<file path="config.mk">
export PLATFORM = sky130hd
export DESIGN_NAME = seg7_scan_to_bcd_flat
export DESIGN_NICKNAME = d
export VERILOG_FILES = /design/src/rtl/seg7_scan_if.sv /design/src/rtl/seg7_scan_to_bcd.sv /design/src/flat_wrapper.sv
export SDC_FILE = /design/constraint.sdc
export NUM_CORES = 1
export LEC_CHECK = 0
export ABC_AREA = 1
export BUFFER_PORTS_ARGS = -buffer_cell sky130_fd_sc_hd__buf_2
export CORE_MARGIN = 5
export CORE_UTILIZATION = 45
export DETAILED_ROUTE_END_ITERATION = 12
export MAX_ROUTING_LAYER = met4
export PLACE_DENSITY = 0.66
export SETUP_SLACK_MARGIN = 0.02
export SYNTH_ARGS = -nofsm -noshare
export SYNTH_HDL_FRONTEND = slang
export SYNTH_SLANG_ARGS = --single-unit
</file>
<file path="constraint.sdc">
create_clock -name clk -period 2.2 [get_ports clk]
set_input_delay 0.22 -clock clk [delete_from_list [all_inputs] [get_ports clk]]
set_output_delay 0.22 -clock clk [all_outputs]
set_load 0.01 [all_outputs]
</file>
<file path="src/rtl/seg7_scan_if.sv">
`default_nettype none
// +--------------------------------------------------------------------------+
// | Module   : seg7_scan_if                                                  |
// | Brief    : Scanned 7-segment bus plus decoded-word outputs.              |
// | Revision : 1.0                                                           |
// +--------------------------------------------------------------------------+
interface seg7_scan_if #(
  parameter int DIGITS = 4
);
  logic [6:0]          seg_n;
  logic [DIGITS-1:0]   an_n;
  logic [4*DIGITS-1:0] bcd_out;
  logic [DIGITS-1:0]   blank_mask;
  logic [DIGITS-1:0]   err_mask;
  logic                frame_valid;
  logic                scan_err;

  modport master (
    output seg_n, an_n,
    input  bcd_out, blank_mask, err_mask, frame_valid, scan_err
  );

  modport slave (
    input  seg_n, an_n,
    output bcd_out, blank_mask, err_mask, frame_valid, scan_err
  );
endinterface
`default_nettype wire

</file>
<file path="src/rtl/seg7_scan_to_bcd.sv">
`default_nettype none
// +--------------------------------------------------------------------------+
// | Module   : seg7_scan_to_bcd                                              |
// | Brief    : Samples a scanned 7-segment display and rebuilds a BCD word.  |
// | Revision : 1.0                                                           |
// +--------------------------------------------------------------------------+
module seg7_scan_to_bcd #(
  parameter int DIGITS        = 4,
  parameter int STABLE_CYCLES = 4
) (
  input  logic       clk,
  input  logic       rst,
  seg7_scan_if.slave bus
);

  typedef enum logic [0:0] {
    SETTLE = 1'b0,
    HOLD   = 1'b1
  } state_t;

  // The incoming value is compared against the held sample, so the edge that
  // registers the STABLE_CYCLES-th identical sample sees cnt == STABLE_CYCLES-2.
  localparam logic [7:0] c_trig = 8'(STABLE_CYCLES - 2);

  state_t              r_state;
  state_t              w_state_next;
  logic [6:0]          r_seg;
  logic [DIGITS-1:0]   r_an;
  logic [7:0]          r_cnt;
  logic [7:0]          w_cnt_next;
  logic [DIGITS-1:0]   r_seen;
  logic [4*DIGITS-1:0] r_sh_bcd;
  logic [DIGITS-1:0]   r_sh_blank;
  logic [DIGITS-1:0]   r_sh_err;
  logic [4*DIGITS-1:0] r_bcd;
  logic [DIGITS-1:0]   r_blank;
  logic [DIGITS-1:0]   r_err;
  logic                r_fv;
  logic                r_serr;

  logic                w_same;
  logic [DIGITS-1:0]   w_act;
  logic                w_onehot;
  logic                w_capture;
  logic                w_scan_err;
  logic [DIGITS-1:0]   w_seen_cap;
  logic [3:0]          w_nib;
  logic                w_is_blank;
  logic                w_is_err;

  assign w_same   = (bus.seg_n == r_seg) && (bus.an_n == r_an);
  assign w_act    = ~r_an;
  assign w_onehot = (w_act != '0) && ((w_act & (w_act - 1'b1)) == '0);

  always_comb begin
    w_nib      = 4'hE;
    w_is_blank = 1'b0;
    w_is_err   = 1'b0;
    case (r_seg)
      7'b0000001: w_nib = 4'h0;
      7'b1001111: w_nib = 4'h1;
      7'b0010010: w_nib = 4'h2;
      7'b0000110: w_nib = 4'h3;
      7'b1001100: w_nib = 4'h4;
      7'b0100100: w_nib = 4'h5;
      7'b0100000: w_nib = 4'h6;
      7'b0001111: w_nib = 4'h7;
      7'b0000000: w_nib = 4'h8;
      7'b0000100: w_nib = 4'h9;
      7'b1111111: begin
        w_nib      = 4'hF;
        w_is_blank = 1'b1;
      end
      default:    w_is_err = 1'b1;
    endcase
  end

  always_ff @(posedge clk) begin
    if (rst) begin
      r_state <= SETTLE;
      r_cnt   <= 8'd0;
    end else begin
      r_state <= w_state_next;
      r_cnt   <= w_cnt_next;
    end
  end

  always_comb begin
    w_state_next = r_state;
    w_cnt_next   = r_cnt;
    w_capture    = 1'b0;
    w_scan_err   = 1'b0;
    case (r_state)
      SETTLE: begin
        if (!w_same) begin
          w_cnt_next = 8'd0;
        end else begin
          w_cnt_next = r_cnt + 8'd1;
          if (r_cnt == c_trig) begin
            w_state_next = HOLD;
            if (w_act == '0) begin
              w_capture = 1'b0;
            end else if (w_onehot) begin
              w_capture = 1'b1;
            end else begin
              w_scan_err = 1'b1;
            end
          end
        end
      end
      HOLD: begin
        if (!w_same) begin
          w_cnt_next   = 8'd0;
          w_state_next = SETTLE;
        end
      end
      default: begin
        w_cnt_next   = 8'd0;
        w_state_next = SETTLE;
      end
    endcase
  end

  assign w_seen_cap = w_capture ? w_act : '0;

  always_ff @(posedge clk) begin
    if (rst) begin
      r_seg      <= 7'h7F;
      r_an       <= '1;
      r_seen     <= '0;
      r_sh_bcd   <= '0;
      r_sh_blank <= '0;
      r_sh_err   <= '0;
      r_bcd      <= '0;
      r_blank    <= '0;
      r_err      <= '0;
      r_fv       <= 1'b0;
      r_serr     <= 1'b0;
    end else begin
      r_seg  <= bus.seg_n;
      r_an   <= bus.an_n;
      r_serr <= w_scan_err;
      r_fv   <= 1'b0;
      for (int i = 0; i < DIGITS; i++) begin
        if (w_capture && w_act[i]) begin
          r_sh_bcd[4*i +: 4] <= w_nib;
          r_sh_blank[i]      <= w_is_blank;
          r_sh_err[i]        <= w_is_err;
        end
      end
      // A capture on the publishing edge belongs to the next frame.
      if (&r_seen) begin
        r_bcd   <= r_sh_bcd;
        r_blank <= r_sh_blank;
        r_err   <= r_sh_err;
        r_fv    <= 1'b1;
        r_seen  <= w_seen_cap;
      end else begin
        r_seen  <= r_seen | w_seen_cap;
      end
    end
  end

  assign bus.bcd_out     = r_bcd;
  assign bus.blank_mask  = r_blank;
  assign bus.err_mask    = r_err;
  assign bus.frame_valid = r_fv;
  assign bus.scan_err    = r_serr;

endmodule
`default_nettype wire

</file>
<file path="src/flat_wrapper.sv">
// flat-port wrapper written by rule: the top's interface ports become plain ports
module seg7_scan_to_bcd_flat 
#(
  parameter int DIGITS        = 4,
  parameter int STABLE_CYCLES = 4
)
  (clk, rst, bus_seg_n, bus_an_n, bus_bcd_out, bus_blank_mask, bus_err_mask, bus_frame_valid, bus_scan_err);
  seg7_scan_if #(.DIGITS(DIGITS)) bus_i ();
  input  logic clk;
  input  logic rst;
  input wire logic [$bits(bus_i.seg_n)-1:0] bus_seg_n;
  input wire logic [$bits(bus_i.an_n)-1:0] bus_an_n;
  output wire logic [$bits(bus_i.bcd_out)-1:0] bus_bcd_out;
  output wire logic [$bits(bus_i.blank_mask)-1:0] bus_blank_mask;
  output wire logic [$bits(bus_i.err_mask)-1:0] bus_err_mask;
  output wire logic [$bits(bus_i.frame_valid)-1:0] bus_frame_valid;
  output wire logic [$bits(bus_i.scan_err)-1:0] bus_scan_err;
  assign bus_i.seg_n = bus_seg_n;
  assign bus_i.an_n = bus_an_n;
  assign bus_bcd_out = bus_i.bcd_out;
  assign bus_blank_mask = bus_i.blank_mask;
  assign bus_err_mask = bus_i.err_mask;
  assign bus_frame_valid = bus_i.frame_valid;
  assign bus_scan_err = bus_i.scan_err;
  seg7_scan_to_bcd #(.DIGITS(DIGITS), .STABLE_CYCLES(STABLE_CYCLES)) u_core (.clk(clk), .rst(rst), .bus(bus_i));
endmodule
</file>
# Yosys cells after proc, flatten, opt, wreduce, memory -nomap -nowiden
# Cells that the tools add are included.
# totals
wordCells,76
inputBits,13
regBits,74
# classes
eq_ne,14
mux,19
n_bitwise,6
reduce_logical,13
n_addsub,2
# op_table
cell,count
4-bit one-hot mux with 11 select lines,1
7-bit equality test (second input constant),3
8-bit two-way mux,2
8-bit one-hot mux with 2 select lines,1
7-bit by 3-bit equality test with 1-bit output (second input constant),2
7-bit by 6-bit equality test with 1-bit output (second input constant),2
1-bit two-way mux,12
11-bit OR reduction,1
8-bit by 1-bit adder with 8-bit output (second input constant),1
8-bit by 2-bit equality test with 1-bit output (second input constant),1
4-bit logical NOT,2
4-bit two-way mux,2
7-bit by 1-bit equality test with 1-bit output (second input constant),1
7-bit by 4-bit equality test with 1-bit output (second input constant),1
7-bit by 5-bit equality test with 1-bit output (second input constant),1
7-bit equality test,1
7-bit logical NOT,1
1-bit logical AND,6
5-bit OR reduction,1
4-bit bitwise AND,1
4-bit equality test,1
4-bit NOT,1
4-bit bitwise OR,1
4-bit AND reduction,1
5 further kinds,7

# Depth between registers and ports, before layout
# logic_depth
word_depth,13
depth_mapped,11

# Least setup slack after synthesis
# OpenSTA, ideal clock, no wires.
# synth_path
path_type,reg2reg
start,register u_core.r_cnt[0]
end,register u_core.r_sh_bcd[12]
synth_period_minus_slack_ns,1.526
stages_incl_launch_ff,10
setup_slack_ns,0.674
required_time_ns,2.087
arrival_time_ns,1.413
n_path_buf,0
path_cell_list,dfxtp_1 > inv_1 > ha_1 > nand4_1 > nor2_2 > nand3_2 > nor2_8 > nand3_1 > nand2_1 > nor2_1
# synth_between
elab_chain_len,5
# synth_rtl
element,line,rtl
start: declaration,seg7_scan_to_bcd.sv:29,logic [7:0] r_cnt;
start signal: assignment,seg7_scan_to_bcd.sv:84,r_cnt <= w_cnt_next;
8-bit by 2-bit equality test with 1-bit output,seg7_scan_to_bcd.sv:99,if (r_cnt == c_trig) begin
1-bit two-way mux,seg7_scan_to_bcd.sv:99,
1-bit two-way mux,seg7_scan_to_bcd.sv:95,if (!w_same) begin
1-bit two-way mux,seg7_scan_to_bcd.sv:93,case (r_state)
1-bit logical AND,seg7_scan_to_bcd.sv:145,if (w_capture && w_act[i]) begin
end signal: indexed assignment,seg7_scan_to_bcd.sv:146,r_sh_bcd[4*i +: 4] <= w_nib;
end: declaration,seg7_scan_to_bcd.sv:32,logic [4*DIGITS-1:0] r_sh_bcd;
# Every way passes these cells.
# A chain may end at the register's enable or synchronous reset.

# Worst setup path after layout
# layout_path
start,register u_core.r_cnt[0]
end,register u_core.r_sh_blank[0]
# layout_between
elab_chain_len,5
# layout_rtl
element,line,rtl
8-bit by 2-bit equality test with 1-bit output,seg7_scan_to_bcd.sv:99,
1-bit two-way mux,seg7_scan_to_bcd.sv:99,
1-bit two-way mux,seg7_scan_to_bcd.sv:95,
1-bit two-way mux,seg7_scan_to_bcd.sv:93,
1-bit logical AND,seg7_scan_to_bcd.sv:145,
end signal: indexed assignment,seg7_scan_to_bcd.sv:147,r_sh_blank[i] <= w_is_blank;
end: declaration,seg7_scan_to_bcd.sv:33,logic [DIGITS-1:0] r_sh_blank;
# Every way passes these cells.

==> flow_summary.json <==
{
  "first_pass_iters": 4,
  "stdcell_count": 608,
  "maxCapViolCount": 0,
  "p_leak_uw": 0.00176,
  "clock_path_buffers": 2,
  "wl_um": 7220,
  "power_frac_clock_pct": 41.4,
  "power.total_uw": 2600,
  "insertion_delay_ns": 0.35,
  "dp.cells": 592,
  "p_int_uw": 1960,
  "worstMarginPinSlew_ns": 0.504,
  "grt_max_degree": 31,
  "fin_ws_ns": 0.434,
  "hold_path_class": "primary input to register",
  "syn-num-nets": 477,
  "place_ws_ns": 0.454,
  "crit_path_max_fanout": 10,
  "viasPerCell": 4.77,
  "drv_slew": 0,
  "worstRegToRegCells": 9,
  "p_sw_uw": 649,
  "drtIter0Drc": 173,
  "synth_top_cell_area_share_pct": 45.6,
  "cts.sinks": 74,
  "grt_pass1_vias": 2772,
  "clk_pin_slew_ns": 0.08,
  "postCtsSetupRepairBufs": 0,
  "swShare_pct": 24.9,
  "cts_hold_buf": 0,
  "ant_nets": 0,
  "syn2layout_area_growth_pct": 15.6,
  "slew_headroom_pct": 66.1,
  "drc": 0,
  "reg2reg_to": "u_core.r_sh_blank[0]$_SDFFE_PP0P_",
  "pwr-share-comb_pct": 6.2,
  "layout_common_cells": "nand2_1 (110), nor2_1 (105), dfxtp_1 (74)",
  "r2r-start": "u_core.r_cnt[0]$_SDFFE_PP0P_",
  "fin_nets": 519,
  "drive_gt1_share_pct": 17.9,
  "antenna_found_initial": 0,
  "avgSynthCellArea_um2": 7.04,
  "antenna_cells": 0,
  "initial_core_util_pct": 45.6,
  "synth.distinct_cells": 29,
  "seqPwrFrac_pct": 52.4,
  "startpoint": "u_core.r_cnt[0]$_SDFFE_PP0P_",
  "critical_path.endpoint_type": "register",
  "vias": 2902,
  "io_pins": 39,
  "rows": 31,
  "track_usage_pct": 17.9,
  "die_h_um": 95.0,
  "fillers": 735,
  "dp_hpwl_um": 5380,
  "wl_per_cell_um": 11.9,
  "regToRegSetupSlack_ns": 0.43,
  "final_common_cell": "nand2_1",
  "fin_crit_sh_pct": 80.3,
  "yosysWarnings": 0,
  "tritoncts.num_buffers": 9,
  "syn-instance-count": 462,
  "overflow": 0,
  "setup_viol": 0,
  "cts_tree": "yes",
  "yosys_register_bits": 74,
  "finalHoldViolations": 0,
  "fin_crit_ns": 1.77,
  "path_class": "register to register",
  "synthesis.area_um2": 3250,
  "arrival_ns": 2.02,
  "die_x_um": 95.0,
  "rsz0062_at_grt": "false",
  "yosys-top-cells-area": "dfxtp_1 (46%), nand2_1 (13%), nor2_1 (12%)",
  "grt_pass1_wl_um": 12300,
  "p_per_area_nw_per_um2": 693,
  "synth_area_leader_cell": "dfxtp_1",
  "routabilityCongestion": 0.894,
  "crit_path_start_kind": "register",
  "fin_skew_ns": 0.0109,
  "crit_path_end": "u_core.r_sh_blank[0]$_SDFFE_PP0P_",
  "core_um2": 7140,
  "root_buffer": "clkbuf_8",
  "hold_slack_ns": 0.0833,
  "ys_seq_area_share_pct": 45.6,
  "required_ns": 2.45,
  "cts_max_level": 3,
  "fmax_mhz": 566,
  "die-area_um2": 9030,
  "status": "finished, final reports clean",
  "cts_resized": 0,
  "fin_tns_setup_ns": 0,
  "ir_drop_uv": 373,
  "portBuffers": 38
}
[worst max-delay path: stages, from the launching register on]
cell and delay [ns]:
dfxtp_1 0.35, inv_1 0.08, ha_1 0.17, nand4_1 0.11, nor2_2 0.35, nand3_2 0.20
nor2_8 0.18, nand3_1 0.10, nand2_1 0.09, nor2_1 0.04
[area by class of cell]
class	instances	area [µm²]	area share, %
clock buffer	10	138	3.66
clock inverter	6	66.3	1.76
inverter	42	160	4.26
multi-input combinational	335	1570	41.7
sequential	74	1480	39.4
tap	99	124	3.30
timing repair buffer	42	220	5.86
[cell usage after synthesis]
cell / n
nand2_1: 110
nor2_1: 105
dfxtp_1: 74
inv_1: 32
o21ai_0: 25
a21oi_1: 21
nand3_1: 19
nand4_1: 11
clkbuf_1: 9
nand2_2: 9
inv_2: 8
nor3_1: 6
nand3_2: 3
nor3b_1: 3
or2_2: 3
xnor2_1: 3
xor2_1: 3
buf_1: 2
ha_1: 2
nor2_2: 2
nor2_4: 2
nor2_8: 2
nor3_2: 2
a31oi_1: 1
clkinv_1: 1
inv_4: 1
nand3_4: 1
nand3b_1: 1
nor4_1: 1
[per-layer routing]
metal | track usage, % | wire, µm | share of wire, % | vias up
met5 | - | 0 | 0 | -
met4 | 6.49 | 148 | 2.0 | 0
met1 | 21.5 | 3310 | 46 | 1290
li1 | - | - | - | 1532
met2 | 29.5 | 3390 | 47 | 64
met3 | 4.03 | 367 | 5.1 | 16
[state kept, by name, indices dropped and copies added (netlist names)]
| name | cells |
|---|---|
| u_core.bus.scan_err | 1 |
| u_core.r_sh_err | 4 |
| u_core.bus.bcd_out | 16 |
| u_core.r_seen | 4 |
| u_core.r_an | 4 |
| u_core.bus.frame_valid | 1 |
| u_core.bus.blank_mask | 4 |
| u_core.r_seg | 7 |
| u_core.r_sh_blank | 4 |
| u_core.r_state | 1 |
| u_core.r_sh_bcd | 16 |
| u_core.bus.err_mask | 4 |
| u_core.r_cnt | 8 |
[power by group through the flow]
stage / logic (µW) / registers (µW) / clock network, µW
after CTS: 162 / 1360 / 1100
final: 162 / 1360 / 1080
after global routing: 184 / 1370 / 1160
after floorplan: 120 / 1390 / 0
after global placement: 158 / 1390 / 0
after detailed placement: 161 / 1400 / 0
[logic make-up (layout without fill, tap and decap cells)]
logic type                 count (synthesis)  count (layout)  synth area share, %
xor gates and xnor gates                   6               6                 1.62
adders and majority gates                  2               2                0.769
AOI/OAI and AO/OA                         47              47                 7.27
buffers and inverters                     53             100                 6.19
DFF                                       74              74                 45.6
and+or+nand+nor                          280             280                 38.6
[through the flow]
stage	instance area [µm²]	util, %
after floorplan	3250	-
after global placement	3550	49.8
after detailed placement	3550	49.8
after CTS	3760	52.7
after global routing	3760	52.7
final	3760	52.7
[how the worst min path moves through the flow]
stage                      start                         end  slack [ns]  cells past startpoint
floorplan            bus_an_n[1]   u_core.r_an[1]$_SDFF_PP1_        0.32                      2
global placement    bus_seg_n[6]  u_core.r_seg[6]$_SDFF_PP1_        0.43                      3
detailed placement  bus_seg_n[3]  u_core.r_seg[3]$_SDFF_PP1_        0.44                      3
CTS                 bus_seg_n[6]  u_core.r_seg[6]$_SDFF_PP1_        0.08                      3
global route         bus_an_n[3]   u_core.r_an[3]$_SDFF_PP1_        0.09                      2
finish              bus_seg_n[6]  u_core.r_seg[6]$_SDFF_PP1_        0.08                      3
Power figures use the tool's default switching activity.
